<file path="src/rtl/l2_coherence_bus_arbiter.sv">
// l2_coherence_bus_arbiter: round-robin arbiter serialising L2 read/write updates onto the single MESI directory port.
module l2_coherence_bus_arbiter #(
  parameter int NUM_REQ          = 4,
  parameter int ADDRESS_WIDTH    = 32,
  parameter int MESI_STATE_WIDTH = 2,
  parameter int TIMEOUT_CYCLES   = 64
) (
  input  logic                             clk,
  input  logic                             reset,
  input  logic [NUM_REQ-1:0]               req,
  input  logic [NUM_REQ-1:0]               req_is_write,
  input  logic [NUM_REQ*ADDRESS_WIDTH-1:0] req_addr,
  output logic [NUM_REQ-1:0]               grant,
  output logic [NUM_REQ-1:0]               resp_valid,
  output logic [MESI_STATE_WIDTH-1:0]      resp_mesi,
  output logic [ADDRESS_WIDTH-1:0]         dir_addr,
  output logic                             dir_read_update,
  output logic                             dir_write_update,
  input  logic                             dir_verify,
  input  logic [MESI_STATE_WIDTH-1:0]      dir_mesi_state,
  output logic                             dir_ack,
  output logic                             timeout_error,
  output logic                             busy
);
  localparam int IW = NUM_REQ > 1 ? $clog2(NUM_REQ) : 1;
  localparam int CW = $clog2(TIMEOUT_CYCLES + 1);
  typedef enum logic [2:0] {IDLE, DIR_REQ, DIR_ACK, RESP, RELEASE} state_t;
  state_t                      state_q, state_d;
  logic [NUM_REQ-1:0]          grant_q, grant_d, resp_valid_q, resp_valid_d;
  logic [MESI_STATE_WIDTH-1:0] mesi_q, mesi_d;
  logic [ADDRESS_WIDTH-1:0]    addr_q, addr_d;
  logic                        rd_q, rd_d, wr_q, wr_d, ack_q, ack_d, tmo_q, tmo_d, busy_q, busy_d;
  logic [CW-1:0]               cnt_q, cnt_d;
  logic [IW-1:0]               ptr_q, ptr_d, idx_q, idx_d, win, cand;
  logic [ADDRESS_WIDTH-1:0]    addr_arr [NUM_REQ];
  for (genvar g = 0; g < NUM_REQ; g++) begin : g_addr
    assign addr_arr[g] = req_addr[g*ADDRESS_WIDTH +: ADDRESS_WIDTH];
  end
  // Scan downward from the farthest offset so the closest requester at/after ptr_q wins last.
  always_comb begin
    win  = '0;
    cand = '0;
    for (int k = NUM_REQ - 1; k >= 0; k--) begin
      cand = IW'((int'(ptr_q) + k) % NUM_REQ);
      win  = req[cand] ? cand : win;
    end
  end
  always_comb begin
    state_d      = state_q;
    grant_d      = grant_q;
    resp_valid_d = '0;
    mesi_d       = mesi_q;
    addr_d       = addr_q;
    rd_d         = rd_q;
    wr_d         = wr_q;
    ack_d        = 1'b0;
    tmo_d        = tmo_q;
    cnt_d        = cnt_q;
    ptr_d        = ptr_q;
    idx_d        = idx_q;
    case (state_q)
      IDLE: if (|req) begin
        state_d = DIR_REQ;
        grant_d = {{(NUM_REQ-1){1'b0}}, 1'b1} << win;
        idx_d   = win;
        addr_d  = addr_arr[win];
        rd_d    = !req_is_write[win];
        wr_d    = req_is_write[win];
        cnt_d   = '0;
      end
      DIR_REQ: if (dir_verify) begin
        state_d = DIR_ACK;
        mesi_d  = dir_mesi_state;
        rd_d    = 1'b0;
        wr_d    = 1'b0;
        ack_d   = 1'b1;
      end else if (cnt_q == CW'(TIMEOUT_CYCLES - 1)) begin
        state_d      = RESP;
        rd_d         = 1'b0;
        wr_d         = 1'b0;
        tmo_d        = 1'b1;
        mesi_d       = '0;
        resp_valid_d = grant_q;
      end else begin
        cnt_d = cnt_q + 1'b1;
      end
      DIR_ACK: begin
        state_d      = RESP;
        resp_valid_d = grant_q;
      end
      RESP: begin
        state_d = RELEASE;
        ptr_d   = IW'((int'(idx_q) + 1) % NUM_REQ);
      end
      RELEASE: if (!req[idx_q]) begin
        state_d = IDLE;
        grant_d = '0;
      end
      default: state_d = IDLE;
    endcase
    busy_d = state_d != IDLE;
  end
  always_ff @(posedge clk or posedge reset) begin
    if (reset) begin
      state_q      <= IDLE;
      grant_q      <= '0;
      resp_valid_q <= '0;
      mesi_q       <= '0;
      addr_q       <= '0;
      rd_q         <= 1'b0;
      wr_q         <= 1'b0;
      ack_q        <= 1'b0;
      tmo_q        <= 1'b0;
      busy_q       <= 1'b0;
      cnt_q        <= '0;
      ptr_q        <= '0;
      idx_q        <= '0;
    end else begin
      state_q      <= state_d;
      grant_q      <= grant_d;
      resp_valid_q <= resp_valid_d;
      mesi_q       <= mesi_d;
      addr_q       <= addr_d;
      rd_q         <= rd_d;
      wr_q         <= wr_d;
      ack_q        <= ack_d;
      tmo_q        <= tmo_d;
      busy_q       <= busy_d;
      cnt_q        <= cnt_d;
      ptr_q        <= ptr_d;
      idx_q        <= idx_d;
    end
  end
  assign grant            = grant_q;
  assign resp_valid       = resp_valid_q;
  assign resp_mesi        = mesi_q;
  assign dir_addr         = addr_q;
  assign dir_read_update  = rd_q;
  assign dir_write_update = wr_q;
  assign dir_ack          = ack_q;
  assign timeout_error    = tmo_q;
  assign busy             = busy_q;
endmodule
</file>
<file path="config.mk">
export PLATFORM = sky130hd
export DESIGN_NAME = l2_coherence_bus_arbiter
export DESIGN_NICKNAME = d
export VERILOG_FILES = /design/src/rtl/l2_coherence_bus_arbiter.sv
export SDC_FILE = /design/constraint.sdc
export NUM_CORES = 1
export LEC_CHECK = 0
export CAP_MARGIN = 20
export CORE_MARGIN = 8
export CORE_UTILIZATION = 35
export CTS_BUF_LIST = sky130_fd_sc_hd__clkbuf_8
export CTS_CLUSTER_SIZE = 20
export DETAILED_ROUTE_END_ITERATION = 7
export PLACE_DENSITY = 0.77
export SYNTH_ARGS = -nofsm -noshare
export SYNTH_HDL_FRONTEND = slang
export SYNTH_SLANG_ARGS = --single-unit
</file>
<file path="constraint.sdc">
create_clock -name clk -period 1.8 [get_ports clk]
set_input_delay 0.36 -clock clk [delete_from_list [all_inputs] [get_ports clk]]
set_output_delay 0.36 -clock clk [all_outputs]
set_load 0.01 [all_outputs]
</file>
==> out/results.ini, run 1 <==
[pwr]
internal_power_mw = 5.97
powerDensity_mw_per_mm2 = 1510
combPwrFrac_pct = 61.8
p_sw_mw = 3.45
clkPwrFrac_pct = 13.7
p_leak_nw = 2.55
switching_share_pct = 36.6
pwr-share-seq_pct = 24.5
ir_drop_uv = 1050

[logic_synthesis]
synth_common_cells = dfrtp_1, a21oi_1, o21ai_0
synthSimpleGateAreaFrac_pct = 13.1
muxShareOfSynthArea_pct = 1.29
synth-seq-cells = 61
synth-main-ff-cell = dfrtp_1
yosys-top-cells-area = dfrtp_1, a21oi_1, a221o_1
synth-adder-area-share_pct = 0.369
syn_area_per_cell_um2 = 9.54
synth-xor-area-share_pct = 1.29
synth_area_mm2 = 0.00339
synth_top_area_cell = dfrtp_1
synth_compound_area_share_pct = 33.4
synth_cell_types = 48
synth_edf_count = 0
syn_nets = 498
netlist_instances = 356
yosys_warnings = 0
async_flop_share_pct = 100
synth_top_area_share_pct = 45.0
synth.most_common_cell = dfrtp_1
seq_area_frac_synth_pct = 45.0
synth_top_family_by_area = compound AO/OA/AOI/OAI gates

[timing]
rsz0062_at_grt = yes
layout_min_cycle_time_ps = 1810
worst_pin_slew_ps = 405
drv_slew = 0
fmax_ghz = 0.553
setup_ws_ps = -8.31
finalCritPeriodShare_pct = 100
hold_viol = 0
max_slew_margin_pct = 72.9
fin_worst_skew_ps = 11.1
setup_viol = 1

[route]
drt_iter0_drc = 309
drt-total-wl_um = 13700
antenna_left = 0
vias = 3903
drc_errors = 0
post_drt_wl_per_cell_um = 19.1
dr.pass1.iters = 5
via_per_inst = 5.42

[run_status]
violations = setup timing
status = finished with violations

[critical_path]
cp.required_ps = 2010
crit_path_start_kind = input pin
arrival_ps = 2020
critical_path_class = in2reg
path_max_fanout = 4
end_kind = flop

[die]
core-area_mm2 = 0.00959
start_util_pct = 35.4
dieHeight_um = 114
boundaryPins = 188
dieArea_mm2 = 0.0131
die-width_um = 114
row_count = 36

[placement]
placed_area_mm2 = 0.00582
portBuffers = 187
gp_congestion = 0.892
hpwl_um = 10200
dp_slack_ps = -500

[global_route]
grt.total_usage_pct = 20.7
grt.overflow.total = 0
grt_pass1_wl_um = 21300
grt_antenna_before_repair = 0
grt_max_degree = 62
grt_pass1_vias = 4092

[finish]
final_cell_area_mm2 = 0.00622
nFillCells = 788
area.growth.synth_to_final_pct = 83.3
drive_gt1_share_pct = 17.0
antenna_cells = 0
fin_nets = 724

[clock_network]
cts_root_buf = clkbuf_8
clockBufferDepth = 2
clk_pin_slew_ps = 70
clk_latency_ps = 330
cts_tree = built
numCtsBuffers = 9
cts_htree_levels = 3
cts.sinks = 61

[job]
maxCapViolations = 0

[min_path]
hp-class = reg2reg

[power by group through the flow]
stage                     Combinational (mW)  Sequential (mW)  Clock, mW
after floorplan                         2.50             2.52          0
after global placement                  5.24             2.31          0
after detailed placement                5.34             2.32          0
after CTS                               5.87             2.31       1.34
after global routing                    6.28             2.38       1.39
final                                   5.82             2.31       1.29
[layer usage]
layer | share of wire, % | global-route usage [%]
met1 | 41 | 23.8
met2 | 47 | 34.5
met3 | 9.9 | 7.07
met4 | 2.1 | 8.16
met5 | 0 | 0
[placed cells by master, fill, tap and decap left out, types with 2 or more instances in the layout]
cell type,Yosys,layout
nand4_1,2,2
dfrtp_1,61,61
nand3b_1,2,2
buf_4,1,44
a221o_1,21,21
a222oi_1,11,11
and2_1,5,5
clkbuf_8,0,9
o21ai_1,0,2
a21oi_1,51,45
a21oi_2,0,6
nor2b_1,3,3
o211ai_1,2,2
inv_1,4,5
o221a_2,2,2
nor2_1,24,24
clkinv_2,0,3
dlygate4sd2_1,0,4
a21o_1,2,2
o22a_1,21,21
nand3_1,26,26
buf_12,0,12
nand2b_1,5,5
o21a_1,2,2
and3_1,2,2
a22o_1,6,6
buf_16,0,2
bufinv_16,0,2
o21ai_0,30,28
xor2_1,5,5
buf_6,4,4
clkdlybuf4s50_1,0,183
nand2_1,12,11
[critical path, cell delays in order]
cell	delay [ps]
dlygate4sd2_1	240
buf_6	110
buf_4	120
buf_4	130
nand3b_1	170
o21a_1	130
nand2_1	100
mux2_4	310
a311o_1	350
[flip-flops by register name (all words and copies together) (netlist names)]
| signal | cells |
|---|---|
| busy | 1 |
| cnt_q | 7 |
| dir_ack | 1 |
| dir_addr | 32 |
| dir_read_update | 1 |
| dir_write_update | 1 |
| grant | 4 |
| idx_q | 2 |
| ptr_q | 2 |
| resp_mesi | 2 |
| resp_valid | 4 |
| state_q | 3 |
| timeout_error | 1 |
[timing repair]
action,in CTS,in global routing
gates resized for setup,14,15
cloned,3,0
pin swaps,3,10
setup endpoints to repair,43,24
hold buffers,0,0
buffers inserted,5,2
[layout make-up]
class                      count  area, um2  area share [%]
clock buffer                   9        124            1.99
clock inverter                 7       82.6            1.33
inverter                       4       18.8           0.302
multi-input combinational    256       1750            28.2
sequential                    61       1530            24.5
tap                          133        166            2.67
timing repair buffer         250       2550            41.0
[worst paths after layout]
kind	slack, ps	to	depth (start not counted)	start
hold reg to reg	460	timeout_error$_DFFE_PP0P_	1	timeout_error$_DFFE_PP0P_
hold / removal	460	timeout_error$_DFFE_PP0P_	1	timeout_error$_DFFE_PP0P_
setup reg to reg	10	dir_write_update$_DFFE_PP0P_	6	ptr_q[1]$_DFFE_PP0P_
max in group asynchronous	1050	dir_addr[17]$_DFFE_PP0P_	3	reset
setup / recovery	-8	dir_write_update$_DFFE_PP0P_	9	req[3]
min in group asynchronous	470	dir_addr[15]$_DFFE_PP0P_	3	reset
[through the flow]
step / TNS [ps] / utilization (%) / power [mW] / hold WS [ps] / std cells
CTS: -310 / 64.5 / 9.52 / 466 / 719
detailed placement: -20070 / 60.7 / 7.66 / 448 / 695
floorplan: 0 / - / 5.01 / 472 / 356
global placement: -19480 / 60.7 / 7.54 / 439 / 695
finish: -8.31 / 64.9 / 9.42 / 462 / 720
global route: -93.5 / 64.9 / 10.0 / 478 / 720
[logic make-up after synthesis]
logic type / count (synthesis)
AO/OA/AOI/OAI: 159
XOR/XNOR: 5
adder cells (fa/ha/maj): 1
buffers and inverters: 39
flip-flops: 61
multiplexers: 3
AND/OR/NAND/NOR: 88
Note: power is estimated with default switching activity, not from simulation.
==> run 2: changes to the inputs <==
--- a/config.mk
+++ b/config.mk
@@ -16,2 +16,3 @@
 export SYNTH_HDL_FRONTEND = slang
 export SYNTH_SLANG_ARGS = --single-unit
+export TNS_END_PERCENT = 1
==> constraint.sdc (replaced) <==
create_clock -name clk -period 1.8 [get_ports clk]
set_input_delay 0.36 -clock clk [delete_from_list [all_inputs] [get_ports clk]]
set_output_delay 0.36 -clock clk [all_outputs]
set_load 0.05 [all_outputs]
==> run 2 against run 1 <==
  * First-iteration DRC count rose by 39%
  * The flow now finishes without violations
  * Sequential share of layout area up 0.37 points
  * Total power rose by 13%
  * Final cell count is 0.14% lower
  * Clock power is 5% higher
  * Core utilization decreased by 0.90 points
  * Global-route usage fell by 0.30 points
  * Maximum frequency rose by 2.1%
  * Largest power group unchanged
==> out/results.ini, run 2 (synthesis results as in run 1) <==
[critical_path]
slowest_stage = clkdlybuf4s50_1
cp.required_ps = 2020  ; about the same
r2r_setup_slack_ps = 40  ; +30 ps
crit_path_start_kind = input pin
crit_chain = clkdlybuf4s50_1 -> nor4b_4 -> buf_4 -> o31a_1 -> nand4_1 -> xor2_1 -> nor2_1
arrival_ps = 1990  ; -30 ps
end_kind = flop
path_max_fanout = 4  ; unchanged
critical_path_class = in2reg
worst_path_largest_cell_delay_ps = 510  ; +160 ps

[clock_network]
ctsHoldBuffers = 0  ; unchanged
numCtsBuffers = 9  ; unchanged
cts_root_buf = clkbuf_8
cts.sinks = 61  ; unchanged
cts_htree_levels = 3  ; unchanged
clk_latency_ps = 340  ; about the same
cts_tree = built
clk_pin_slew_ps = 70  ; about the same
clockBufferDepth = 2  ; unchanged

[finish]
fin_nets = 723  ; -0.14%
final_common_cell = clkdlybuf4s50_1
multi_input_area_mm2 = 0.00180  ; +2.6%
drive_gt1_share_pct = 26.5  ; +9.4 points
largest_reg_flops = 32  ; unchanged
antenna_cells = 0  ; unchanged
regArea_mm2 = 0.00153  ; about the same
layout_common_cells = clkdlybuf4s50_1, buf_4, dfrtp_1
nFillCells = 800  ; +1.5%
instances_no_fill = 719  ; -0.14%
area.growth.synth_to_final_pct = 80.8

[die]
row_count = 36  ; unchanged
core-area_mm2 = 0.00959  ; unchanged
start_util_pct = 35.4  ; unchanged
dieHeight_um = 114  ; unchanged
die-width_um = 114  ; unchanged
boundaryPins = 188  ; unchanged
dieArea_mm2 = 0.0131  ; unchanged

[route]
via_per_inst = 5.51  ; +1.7%
drt-total-wl_um = 14100  ; +2.5%
dr.pass1.iters = 5  ; unchanged
antenna_left = 0  ; unchanged
drc_errors = 0  ; unchanged
post_drt_wl_per_cell_um = 19.6  ; +2.7%
vias = 3964  ; +1.6%
drt_iter0_drc = 429  ; +39%

[timing]
rsz0062_at_grt = yes
finalCritPeriodShare_pct = 98.4  ; -2.1 points
holdWs_ps = 456  ; -6.23 ps
fin_worst_skew_ps = 7.28  ; -3.78 ps
layout_min_cycle_time_ps = 1770  ; -37.8 ps
hold_viol = 0  ; unchanged
fmax_ghz = 0.565  ; +2.1%
max_slew_margin_pct = 75.1  ; +2.2 points
drv_slew = 0  ; unchanged
setup_viol = 0  ; -1
tns_ps = 0  ; +8.31 ps
worst_pin_slew_ps = 372  ; -32.7 ps

[placement]
gp_congestion = 0.922  ; +3.4%
dp.cells = 695  ; unchanged
portBuffers = 187  ; unchanged
hpwl_um = 10300  ; +1.8%

[min_path]
hp-class = in2async

[global_route]
grt.overflow.total = 0  ; unchanged
grt_max_degree = 62  ; unchanged
grt.total_usage_pct = 20.4  ; -0.30 points
grt_antenna_before_repair = 0  ; unchanged
grt_pass1_wl_um = 21400  ; +0.32%
grt_pass1_vias = 4172  ; +2.0%

[pwr]
powerDensity_mw_per_mm2 = 1730  ; +15%
ir_drop_uv = 927  ; -12%
p_leak_nw = 2.61  ; +2.2%

[run_status]
status = completed

[job]
maxCapViolations = 0  ; unchanged

[run 2: cell count changes in the layout (fill, tap and decap cells not counted), sizes merged]
cell,change
clkdlybuf4s50,-47
buf,+46
dlygate4sd2,-4
dlymetal6s2s,+4
clkinvlp,+2
inv,-2
[run 2: worst max-delay path: cells and delay by family]
family / cells / cell delay (ps)
buf+inv: 2 / 670
simple gates: 3 / 510
xor+xnor: 1 / 230
compound gates: 1 / 210
[run 2: per-stage QoR]
step | setup slack, ps | total power [mW] | utilization [%] | area [um2]
2_1_floorplan | 25.6 | 6.43 | - | 3400
3_3_place_gp | -411 | 8.87 | 59.4 | 5700
3_5_place_dp | -506 | 9.01 | 59.4 | 5700
4_1_cts | -65.9 | 10.5 | 62.2 | 5970
5_1_grt | -23.8 | 11.3 | 64.0 | 6140
6_report | 29.5 | 10.6 | 64.0 | 6140
[run 2: path summary, 6_finish.rpt]
path                                                start  cells after the start                            to
worst min register to register  timeout_error$_DFFE_PP0P_                      1     timeout_error$_DFFE_PP0P_
worst max register to register       cnt_q[1]$_DFFE_PP0P_                      8  dir_write_update$_DFFE_PP0P_
worst max-delay path                           dir_verify                      7          cnt_q[4]$_DFFE_PP0P_
min in group clk                timeout_error$_DFFE_PP0P_                      1     timeout_error$_DFFE_PP0P_
max in group asynchronous                           reset                      3          ptr_q[1]$_DFFE_PP0P_
worst min-delay path                                reset                      3       dir_addr[4]$_DFFE_PP0P_
[run 2: where the power goes]
group | switching [mW] | total (mW) | internal [mW]
Sequential | 0.368 | 2.34 | 1.97
Combinational | 4.02 | 6.95 | 2.93
Clock | 0.584 | 1.36 | 0.772
Total | 4.97 | 10.6 | 5.67
[run 2: timing repair]
| item | CTS | global route |
|---|---|---|
| buffers inserted | 1 | 6 |
| gates resized for setup | 7 | 32 |
| gates cloned | 0 | 1 |
| endpoints found under the setup margin | 37 | 41 |
| pin swaps | 9 | 10 |
[run 2: final cells by class]
cell class,instances,area share (%)
clock inverter,7,1.47
sequential,61,24.9
multi-input combinational,256,29.3
timing repair buffer,249,39.3
clock buffer,9,2.02
tap,133,2.71
inverter,4,0.306
[run 2: routing by layer]
metal  part of all wire [%]  track usage, %  up-vias
li1                       -               -     1822
met1                     41            23.8     1927
met2                     49            34.5      195
met3                    8.9            6.22       20
met4                    1.7            6.92        0
met5                      0               0        -
